File: config.mk
export PLATFORM = sky130hd
export DESIGN_NAME = booth_mult_r4_hs_flat
export DESIGN_NICKNAME = d
export VERILOG_FILES = /design/src/rtl/booth_mult_r4_hs_if.sv /design/src/rtl/booth_mult_r4_hs.sv /design/src/flat_wrapper.sv
export SDC_FILE = /design/constraint.sdc
export NUM_CORES = 1
export LEC_CHECK = 0
export BUFFER_PORTS_ARGS = -buffer_cell sky130_fd_sc_hd__buf_2
export CORE_MARGIN = 2
export CORE_UTILIZATION = 55
export CTS_CLUSTER_DIAMETER = 30
export CTS_CLUSTER_SIZE = 28
export DETAILED_ROUTE_END_ITERATION = 12
export GPL_TIMING_DRIVEN = 1
export PLACE_DENSITY = 0.85
export SETUP_SLACK_MARGIN = 0.4
export SYNTH_ARGS = -nofsm -noshare
export SYNTH_HDL_FRONTEND = slang
export SYNTH_SLANG_ARGS = --single-unit
File: constraint.sdc
create_clock -name clk -period 5.2 [get_ports clk]
set_clock_uncertainty 0.15 [all_clocks]
set_input_delay 1.04 -clock clk [delete_from_list [all_inputs] [get_ports clk]]
set_output_delay 1.04 -clock clk [all_outputs]
set_load 0.05 [all_outputs]
File: src/rtl/booth_mult_r4_hs_if.sv
// booth_mult_r4_hs_if: operand/result handshake bundle for booth_mult_r4_hs.
// Carries in_acc only when BOOTH_MULT_ACC_EN is defined.
interface booth_mult_r4_hs_if #(
  parameter int A_WIDTH = 8,
  parameter int B_WIDTH = 8
);
  logic                       in_valid;
  logic                       in_ready;
  logic [A_WIDTH-1:0]         in_a;
  logic [B_WIDTH-1:0]         in_b;
  logic                       in_signed;
`ifdef BOOTH_MULT_ACC_EN
  logic [A_WIDTH+B_WIDTH-1:0] in_acc;
`endif
  logic                       out_valid;
  logic                       out_ready;
  logic [A_WIDTH+B_WIDTH-1:0] p;
  logic                       busy;
`ifdef BOOTH_MULT_ACC_EN
  modport master (output in_valid, in_a, in_b, in_signed, in_acc, out_ready,
                  input in_ready, out_valid, p, busy);
  modport slave  (input in_valid, in_a, in_b, in_signed, in_acc, out_ready,
                  output in_ready, out_valid, p, busy);
`else
  modport master (output in_valid, in_a, in_b, in_signed, out_ready,
                  input in_ready, out_valid, p, busy);
  modport slave  (input in_valid, in_a, in_b, in_signed, out_ready,
                  output in_ready, out_valid, p, busy);
`endif
endinterface

File: src/rtl/booth_mult_r4_hs.sv
// booth_mult_r4_hs: radix-4 Booth sequential multiplier, one digit per clock, valid/ready handshakes.
// BOOTH_MULT_ACC_EN adds an in_acc addend seeded into the accumulator.
module booth_mult_r4_hs #(
  parameter int A_WIDTH = 8,
  parameter int B_WIDTH = 8
) (
  input logic clk,
  input logic rst_n,
  booth_mult_r4_hs_if.slave bus
);
  localparam int P_WIDTH = A_WIDTH + B_WIDTH;
  localparam int NSTEP = (B_WIDTH + 2) / 2;
  localparam int BW = 2 * NSTEP;
  localparam int AW = A_WIDTH + 2;
  localparam int SW = P_WIDTH + 2;
  localparam int CW = $clog2(NSTEP + 1);
  typedef enum logic [1:0] {IDLE, CALC, DONE} state_t;
  state_t state, state_nx;
  logic [AW-1:0] a_q;
  logic [BW:0] b_q;
  logic [SW-1:0] acc_q, a_ext, sel, term, acc_nx, seed;
  logic [CW-1:0] cnt;
  logic [P_WIDTH-1:0] p_q;
  logic [2:0] win;
  logic accept, last, neg, one, two;
  assign win = b_q[2:0];
  assign neg = win[2];
  assign one = win[0] ^ win[1];
  assign two = (win == 3'b011) | (win == 3'b100);
  assign a_ext = {{(SW-AW){a_q[AW-1]}}, a_q};
  assign sel = one ? a_ext : two ? a_ext << 1 : '0;
  assign term = sel << {cnt, 1'b0};
  // Negative digits add the one's complement plus a carry-in.
  assign acc_nx = acc_q + (neg ? ~term : term) + SW'(neg);
  assign last = cnt == CW'(NSTEP - 1);
`ifdef BOOTH_MULT_ACC_EN
  assign seed = {2'b00, bus.in_acc};
`else
  assign seed = '0;
`endif
  assign bus.in_ready = (state == IDLE) | ((state == DONE) & bus.out_ready);
  assign bus.busy = state == CALC;
  assign bus.out_valid = state == DONE;
  assign bus.p = p_q;
  assign accept = bus.in_valid & bus.in_ready;
  always_comb begin
    state_nx = state;
    if (state == IDLE) state_nx = bus.in_valid ? CALC : IDLE;
    else if (state == CALC) state_nx = last ? DONE : CALC;
    else if (bus.out_ready) state_nx = bus.in_valid ? CALC : IDLE;
  end
  always_ff @(posedge clk or negedge rst_n) begin
    if (!rst_n) state <= IDLE;
    else state <= state_nx;
  end
  always_ff @(posedge clk or negedge rst_n) begin
    if (!rst_n) begin
      a_q <= '0;
      b_q <= '0;
      acc_q <= '0;
      cnt <= '0;
      p_q <= '0;
    end else if (accept) begin
      a_q <= {{2{bus.in_signed & bus.in_a[A_WIDTH-1]}}, bus.in_a};
      b_q <= {{(BW-B_WIDTH){bus.in_signed & bus.in_b[B_WIDTH-1]}}, bus.in_b, 1'b0};
      acc_q <= seed;
      cnt <= '0;
    end else if (state == CALC) begin
      acc_q <= acc_nx;
      b_q <= b_q >> 2;
      cnt <= cnt + 1'b1;
      if (last) p_q <= acc_nx[P_WIDTH-1:0];
    end
  end
endmodule

File: src/flat_wrapper.sv
// flat-port wrapper written by rule: the top's interface ports become plain ports
module booth_mult_r4_hs_flat 
#(
  parameter int A_WIDTH = 8,
  parameter int B_WIDTH = 8
)
  (clk, rst_n, bus_in_valid, bus_in_a, bus_in_b, bus_in_signed, bus_out_ready, bus_in_ready, bus_out_valid, bus_p, bus_busy);
  booth_mult_r4_hs_if #(.A_WIDTH(A_WIDTH), .B_WIDTH(B_WIDTH)) bus_i ();
  input logic clk;
  input logic rst_n;
  input wire logic [$bits(bus_i.in_valid)-1:0] bus_in_valid;
  input wire logic [$bits(bus_i.in_a)-1:0] bus_in_a;
  input wire logic [$bits(bus_i.in_b)-1:0] bus_in_b;
  input wire logic [$bits(bus_i.in_signed)-1:0] bus_in_signed;
  input wire logic [$bits(bus_i.out_ready)-1:0] bus_out_ready;
  output wire logic [$bits(bus_i.in_ready)-1:0] bus_in_ready;
  output wire logic [$bits(bus_i.out_valid)-1:0] bus_out_valid;
  output wire logic [$bits(bus_i.p)-1:0] bus_p;
  output wire logic [$bits(bus_i.busy)-1:0] bus_busy;
  assign bus_i.in_valid = bus_in_valid;
  assign bus_i.in_a = bus_in_a;
  assign bus_i.in_b = bus_in_b;
  assign bus_i.in_signed = bus_in_signed;
  assign bus_i.out_ready = bus_out_ready;
  assign bus_in_ready = bus_i.in_ready;
  assign bus_out_valid = bus_i.out_valid;
  assign bus_p = bus_i.p;
  assign bus_busy = bus_i.busy;
  booth_mult_r4_hs #(.A_WIDTH(A_WIDTH), .B_WIDTH(B_WIDTH)) u_core (.clk(clk), .rst_n(rst_n), .bus(bus_i));
endmodule
==> results of run 1 <==
==> worst max-delay path, cell delays in order, from the launching register on <==
cell and delay [ns]:
dfrtp_1 0.36, inv_1 0.06, ha_1 0.66, nand2b_1 0.18, o21ai_1 0.07, o21ai_0 0.27
nor2_1 0.07, a21oi_1 0.20, nor2_1 0.08, xor2_1 0.18, ha_1 0.35, a2111oi_0 0.38
o21ai_1 0.14, o211ai_1 0.36, nand2_1 0.15, a21oi_1 0.19, xor2_1 0.20, o21ai_0 0.11
==> worst max path at each step <==
stage	end	slack [ns]	depth (start not counted)	startpoint
after floorplan	u_core.acc_q[14]$_DFFE_PN0P_	1.44	16	u_core.b_q[0]$_DFFE_PN0P_
after global placement	u_core.bus.p[11]$_DFFE_PN0P_	1.12	17	u_core.b_q[0]$_DFFE_PN0P_
after detailed placement	u_core.bus.p[11]$_DFFE_PN0P_	0.97	17	u_core.b_q[1]$_DFFE_PN0P_
after CTS	u_core.bus.p[11]$_DFFE_PN0P_	0.95	17	u_core.b_q[1]$_DFFE_PN0P_
after global routing	u_core.bus.p[11]$_DFFE_PN0P_	0.58	17	u_core.b_q[1]$_DFFE_PN0P_
final	u_core.bus.p[11]$_DFFE_PN0P_	0.92	17	u_core.b_q[0]$_DFFE_PN0P_
==> Yosys cell counts, types with 5 or more instances <==
cell type  instances
clkbuf_1          18
or3_1              6
nor3_1             6
o21ai_1           19
nor2_1            30
ha_1              19
nand2_1           65
inv_1             15
xor2_1            19
mux2_2             9
dfrtp_1           56
nand2b_1          10
a211oi_1           5
a21oi_1           33
o21ai_0           35
xnor2_1            9
nand3_1           14
==> metal layers <==
layer | routed length, um | part of all wire
met1 | 3610 | 0.46
met2 | 3690 | 0.47
met3 | 414 | 0.052
met4 | 201 | 0.025
met5 | 0 | 0
==> area by class of cell <==
class | instances | area share
Sequential cell | 56 | 0.352
Clock buffer | 5 | 0.0173
Multi-Input combinational cell | 337 | 0.530
Inverter | 17 | 0.0160
Timing Repair Buffer | 44 | 0.0584
Tap cell | 77 | 0.0242
Clock inverter | 2 | 0.00314
==> stage by stage <==
stage,area (um2),setup WS [ns],utilization
final,3990,0.924,0.621
after global routing,3990,0.579,0.621
after CTS,3990,0.948,0.621
after detailed placement,3910,0.967,0.608
after global placement,3910,1.12,0.608
after floorplan,3670,1.44,-
==> sequential cells by signal, summed over array words and instances (netlist names) <==
signal        flops
u_core.state      2
u_core.bus.p     16
u_core.acc_q     16
u_core.a_q        9
u_core.cnt        3
u_core.b_q       10
==> cells by family after synthesis <==
logic type / count (synthesis)
simple gates: 145
compound gates: 126
flops: 56
buf+inv: 41
xor+xnor: 28
fa+ha+maj: 20
mux: 18
==> flow_summary_export.csv, run 1 <==
group,metric,value,unit
global_route,grt-busiest-layer,"met2",
die,die_x,85.7,um
finish,multiInputGateArea,2110,um2
synthesis,synth_top_cell_by_area,"dfrtp_1",
die,core_area,6420,um2
route,drtIter0Drc,204,
sta,period_share,0.822,
synthesis,syn_avg_cell_area,8.46,um2
global_route,gr-total-overflow,0,
worst_setup_path,cp.arrival,4.31,ns
synthesis,synth_compound_area_frac,0.199,
clocking,cts_resized,0,
clocking,htreeDepth,2,
synthesis,netlist_area,3670,um2
route,vias_per_cell,5.77,
die,start_util,0.572,
sta,maxSlewViolCount,0,
global_route,grt_pass1_wl,13300,um
route,finalWirelength,7920,um
finish,fin_nets,502,
route,drtPass1Iterations,10,
placement,dpl.hpwl,6000,um
global_route,grt_start_max_net_pins,57,
synthesis,syn_nets,475,
sta,relSlewSlack,0.307,
clocking,postCtsHoldBufs,0,
worst_setup_path,path_max_fanout,25,
synthesis,synth_mux_area_frac,0.0599,
worst_setup_path,reg2reg_from,"u_core.b_q[0]$_DFFE_PN0P_",
worst_setup_path,crit_type,"reg2reg",
worst_setup_path,cp-start-kind,"flip-flop",
synthesis,synth_fa_ha_area_frac,0.0702,
worst_setup_path,end_kind,"flip-flop",
route,vias,3105,
finish,final_cell_count_no_fill,538,
global_route,grt_util_met3,0.0308,
synthesis,yosysSeqAreaShare,0.381,
sta,fin_crit,4.28,ns
finish,antenna_cells,0,
synthesis,yosys.area.top_type_share,0.381,
sta,tightest_slew,1.04,ns
die,ios,40,
flow_run,maxCapViolations,0,
hold_path,hold_start,"u_core.bus.p[5]$_DFFE_PN0P_",
worst_setup_path,r2r_slack,0.92,ns
die,num_rows,29,
synthesis,synth_area_leaders,"dfrtp_1, nand2_1, ha_1",
route,antenna_left,0,
clocking,post_cts_buffers,0,
finish,final_layout_size_suffix_gt1_frac,0.143,
clocking,root_buffer,"clkbuf_8",
clocking,cts_tree,"done",
clocking,cts.sinks,56,
sta,setup_viol,0,
route,wl_per_cell,14.7,um
sta,holdWs,0.328,ns
global_route,use_met2,0.377,
synthesis,synth_top_family_by_area,"compound AO/OA/AOI/OAI gates",
finish,layout_commonest_cell,"nand2_1",
clocking,path_clk_slew,0.10,ns
sta,hold_viol,0,
sta,rsz0062_at_grt,"false",
global_route,grt_usage,0.227,
finish,seqCellArea,1400,um2
global_route,grt_pass1_vias,2903,
synthesis,syn_inst,434,
outcome,failed_checks,"design-rule violations",
hold_path,min_delay_path_depth,2,
clocking,insertion_delay,0.31,ns
synthesis,async_flop_share,1.00,
hold_path,hold_class,"reg2reg",
synthesis,synth_seq_cells,56,
finish,layout_common_cells,"nand2_1, dfrtp_1, buf_2",
synthesis,synth_edf_count,0,
synthesis,yosys_warnings,0,
clocking,cts_buffers,5,
worst_setup_path,rr_endpoint,"u_core.bus.p[11]$_DFFE_PN0P_",
die,chipHeight,85.7,um
synthesis,synth_flop_cell,"dfrtp_1",
placement,gp_congestion,0.898,
placement,port_buffers,39,
synthesis,synthSimpleGateAreaFrac,0.178,
clocking,clockBufferDepth,2,
worst_setup_path,critPathRequiredTime,5.24,ns
sta,timing.fmax,234,MHz
worst_setup_path,rr_worst_depth,17,
outcome,status,"finished, violations left",
global_route,grt_use_met1,0.308,
finish,syn_to_final_growth,8.51,%
hold_path,whs_endpoint,"u_core.bus.p[5]$_DFFE_PN0P_",
route,drc,5,
finish,fillers,590,
global_route,antenna_found_initial,0,
synthesis,synth_xor_area_frac,0.0668,
die,die_area,7350,um2
sta,finalSetupTns,0,ns
placement,dp_cells,531,
synthesis,synth.distinct_cells,48,
Power of run 1 is left out: the tool's default activity adds up to more than one toggle a clock period on the data nets, which glitch-free logic cannot reach.
==> inputs of run 2 (changes only) <==
Clock period 5.2 ns to 4.3 ns, I/O delays scaled along.
==> flow_summary_export.csv, run 2 (synthesized netlist as in run 1, its figures left out) <==
group,metric,value,unit
worst_setup_path,path_max_fanout,14,
global_route,grt_pass1_vias,2949,
sta,setup_viol,0,
worst_setup_path,rr_worst_depth,17,
worst_setup_path,cp-start-kind,"flip-flop",
global_route,antenna_found_initial,0,
die,die_x,85.7,um
die,chipHeight,85.7,um
finish,syn_to_final_growth,14.9,%
sta,period_share,0.886,
outcome,failed_checks,"design-rule violations",
sta,fin_crit,3.81,ns
sta,maxSlewViolCount,0,
finish,antenna_cells,0,
global_route,grt_pass1_wl,13700,um
hold_path,hold_class,"reg2reg",
clocking,htreeDepth,2,
route,drc,5,
sta,timing.fmax,263,MHz
sta,rsz0062_at_grt,"true",
route,vias,3215,
worst_setup_path,crit_end,"u_core.bus.p[11]$_DFFE_PN0P_",
route,wl_per_cell,15.6,um
clocking,cts_tree,"done",
global_route,gr-total-overflow,0,
placement,port_buffers,39,
clocking,clockBufferDepth,2,
worst_setup_path,crit_type,"reg2reg",
route,vias_per_cell,5.83,
route,finalWirelength,8580,um
route,drtPass1Iterations,9,
flow_run,maxCapViolations,0,
worst_setup_path,r2r_slack,0.49,ns
clocking,cts_buffers,5,
clocking,root_buffer,"clkbuf_8",
route,antenna_left,0,
die,ios,40,
global_route,grt_usage,0.229,
finish,multiInputGateArea,2220,um2
finish,layout_common_cells,"nand2_1, dfrtp_1, buf_2",
clocking,insertion_delay,0.31,ns
outcome,status,"finished, violations left",
clocking,cts.sinks,56,
finish,fillers,544,
clocking,path_clk_slew,0.10,ns
global_route,grt_start_max_net_pins,57,
die,die_area,7350,um2
worst_setup_path,rr_endpoint,"u_core.bus.p[11]$_DFFE_PN0P_",
finish,layout_commonest_cell,"nand2_1",
sta,tightest_slew,1.05,ns
sta,finalSetupTns,0,ns
finish,final_layout_size_suffix_gt1_frac,0.198,
die,start_util,0.572,
sta,relSlewSlack,0.294,
finish,seqCellArea,1400,um2
worst_setup_path,cp.arrival,3.83,ns
placement,gp_congestion,0.924,
worst_setup_path,startpoint,"u_core.b_q[1]$_DFFE_PN0P_",
die,core_area,6420,um2
finish,fin_nets,514,
worst_setup_path,critPathRequiredTime,4.32,ns
sta,hold_viol,0,
route,drtIter0Drc,196,
worst_setup_path,end_kind,"flip-flop",
placement,dpl.hpwl,6010,um
worst_setup_path,reg2reg_from,"u_core.b_q[1]$_DFFE_PN0P_",
die,num_rows,29,
## run 2: changes by cell type in the layout (fill, tap and decap cells not counted), sizes merged
cell,delta
buf,+12
bufinv,+1
## run 2: layout make-up
cell class,count,area share
multi-input combinational,337,0.526
sequential,56,0.332
timing repair buffer,56,0.0774
tap,77,0.0228
clock buffer,5,0.0163
inverter,17,0.0151
clock inverter,3,0.0101
## run 2: layer usage
layer | part of all wire | vias up | GRT usage | routed length, um
li1 | - | 1594 | - | -
met1 | 0.45 | 1518 | 0.297 | 3840
met2 | 0.50 | 88 | 0.405 | 4260
met3 | 0.043 | 15 | 0.0298 | 373
met4 | 0.013 | 0 | 0.0620 | 112
met5 | 0 | - | 0 | 0
## run 2: worst min-delay path by stage
stage,from,endpoint,slack [ns],cells after the start
after floorplan,u_core.b_q[4]$_DFFE_PN0P_,u_core.b_q[4]$_DFFE_PN0P_,0.30,2
after global placement,u_core.bus.p[5]$_DFFE_PN0P_,u_core.bus.p[5]$_DFFE_PN0P_,0.31,2
after detailed placement,u_core.b_q[4]$_DFFE_PN0P_,u_core.b_q[4]$_DFFE_PN0P_,0.31,2
after CTS,u_core.bus.p[1]$_DFFE_PN0P_,u_core.bus.p[1]$_DFFE_PN0P_,0.34,2
after global routing,u_core.bus.p[4]$_DFFE_PN0P_,u_core.bus.p[4]$_DFFE_PN0P_,0.36,2
final,u_core.bus.p[4]$_DFFE_PN0P_,u_core.bus.p[4]$_DFFE_PN0P_,0.34,2
## run 2: timing repair
action,4_1_cts,5_1_grt
pin swaps,1,8
endpoints found under the setup margin,14,15
setup buffers,1,8
gates resized for setup,2,24
hold buffers,0,0
## run 2: critical path: stages (launching register included)
cell       delay [ns]
dfrtp_1          0.41
inv_2            0.09
ha_4             0.24
o311ai_0         0.36
o21ai_1          0.14
nor2_1           0.15
a21oi_2          0.06
nor2_1           0.13
xor2_1           0.18
ha_2             0.34
a2111oi_1        0.45
a21oi_1          0.12
o211ai_1         0.13
buf_4            0.17
nand2_1          0.09
a21oi_2          0.17
xor2_1           0.19
o21ai_0          0.09
## run 2: stage by stage
step	utilization	instances	worst slack (ns)	area (um2)	hold slack, ns
after floorplan	-	434	0.539	3670	0.296
after global placement	0.612	534	0.298	3930	0.307
after detailed placement	0.612	534	0.143	3930	0.313
after CTS	0.632	543	0.411	4060	0.340
after global routing	0.657	551	0.228	4220	0.365
final	0.657	551	0.491	4220	0.336
Power of run 2 is left out for the same reason.
==> inputs of run 3 (changes only) <==
==> constraint.sdc (replaced) <==
create_clock -name clk -period 4.3 [get_ports clk]
set_clock_uncertainty 0.15 [all_clocks]
set_input_delay 0.645 -clock clk [delete_from_list [all_inputs] [get_ports clk]]
set_output_delay 0.645 -clock clk [all_outputs]
set_load 0.05 [all_outputs]
==> flow_summary_export.csv, run 3 (synthesized netlist as in run 1, its figures left out) <==
group,metric,value,unit
sta,hold_viol,0,
clocking,htreeDepth,2,
sta,finalSetupTns,0,ns
worst_setup_path,path_cells,"ha_2 -> mux2_2 -> nand2_1 -> o211ai_1 -> o21a_1 -> a211oi_1 -> nor2_1 -> xor2_1 -> ha_1 -> nand2_1 -> or3_4 -> a21oi_4 -> o2111ai_4 -> or3_4 -> nand3_2",
global_route,antenna_found_initial,0,
sta,rsz0062_at_grt,"false",
worst_setup_path,path_max_fanout,6,
outcome,failed_checks,"design-rule violations",
route,drtIter0Drc,194,
finish,antenna_cells,0,
die,die_x,85.7,um
global_route,gr-total-overflow,0,
finish,syn_to_final_growth,15.1,%
clocking,insertion_delay,0.31,ns
clocking,root_buffer,"clkbuf_8",
clocking,cts_tree,"done",
worst_setup_path,crit_type,"reg2reg",
die,ios,40,
clocking,path_clk_slew,0.10,ns
sta,timing.fmax,264,MHz
route,vias_per_cell,5.88,
sta,period_share,0.880,
finish,fin_nets,514,
die,chipHeight,85.7,um
sta,setup_viol,0,
sta,holdWs,0.295,ns
clocking,cts_buffers,5,
clocking,clockBufferDepth,2,
die,start_util,0.572,
sta,tightest_slew,1.02,ns
sta,relSlewSlack,0.317,
worst_setup_path,critPathSlowestCell,"dfrtp_1",
placement,port_buffers,39,
placement,dpl.hpwl,6190,um
sta,fin_crit,3.78,ns
worst_setup_path,critPathRequiredTime,4.40,ns
worst_setup_path,cp_num_buf_inv,0,
sta,maxSlewViolCount,0,
worst_setup_path,cp.arrival,3.89,ns
route,antenna_left,0,
worst_setup_path,crit_path_max_incr_delay,0.42,ns
worst_setup_path,end_kind,"flip-flop",
die,num_rows,29,
route,finalWirelength,8570,um
placement,dp_cells,534,
clocking,postCtsHoldBufs,0,
clocking,cts.sinks,56,
finish,layout_commonest_cell,"nand2_1",
route,vias,3241,
finish,final_area,4230,um2
outcome,status,"finished, violations left",
hold_path,hold_class,"in2async",
global_route,grt_pass1_wl,14000,um
flow_run,maxCapViolations,0,
worst_setup_path,path_delay_family,"simple AND/OR/NAND/NOR gates",
placement,gp_congestion,0.925,
finish,layout_common_cells,"nand2_1, dfrtp_1, buf_2",
die,die_area,7350,um2
placement,place_area,3930,um2
worst_setup_path,cp-start-kind,"flip-flop",
global_route,grt_start_max_net_pins,57,
die,core_area,6420,um2
global_route,grt_usage,0.237,
finish,final_cell_count_no_fill,551,
global_route,grt_pass1_vias,3076,
route,drtPass1Iterations,9,
route,drc,5,
finish,final_layout_size_suffix_gt1_frac,0.209,
route,wl_per_cell,15.5,um
run 3: area by class of cell:
class	count	area, um2
Sequential cell	56	1400
Clock buffer	5	68.8
Fill cell	540	2190
Multi-Input combinational cell	338	2250
Inverter	17	63.8
Tap cell	77	96.3
Clock inverter	3	22.5
Timing Repair Buffer	55	323
run 3: final timing paths:
path | from | endpoint | slack (ns) | cells past startpoint
setup / recovery | u_core.b_q[0]$_DFFE_PN0P_ | u_core.bus.p[14]$_DFFE_PN0P_ | 0.52 | 15
hold / removal | rst_n | u_core.bus.p[5]$_DFFE_PN0P_ | 0.30 | 2
setup reg to reg | u_core.b_q[0]$_DFFE_PN0P_ | u_core.bus.p[14]$_DFFE_PN0P_ | 0.52 | 15
hold reg to reg | u_core.bus.p[10]$_DFFE_PN0P_ | u_core.bus.p[10]$_DFFE_PN0P_ | 0.33 | 2
max in group asynchronous | rst_n | u_core.b_q[2]$_DFFE_PN0P_ | 3.20 | 2
min in group clk | u_core.bus.p[10]$_DFFE_PN0P_ | u_core.bus.p[10]$_DFFE_PN0P_ | 0.33 | 2
run 3: per-layer routing:
metal / up-vias / global-route usage / share of wire
met3: 11 / 0.0337 / 0.057
li1: 1595 / - / -
met4: 0 / 0.0693 / 0.014
met2: 92 / 0.415 / 0.50
met1: 1543 / 0.305 / 0.43
met5: - / 0 / 0
run 3: through the flow:
step	util	setup slack (ns)
floorplan	-	0.539
global placement	0.612	0.302
detailed placement	0.612	0.100
CTS	0.632	0.368
global route	0.658	0.361
finish	0.658	0.518
run 3: what timing repair did:
action                                 in CTS  in global routing
cloned                                      1                  0
setup buffers                               2                  6
pin swaps                                   1                 12
setup endpoints to repair                  14                 14
endpoints found under the hold margin       0                  0
gates resized for setup                     2                 31
Power of run 3 is left out for the same reason.
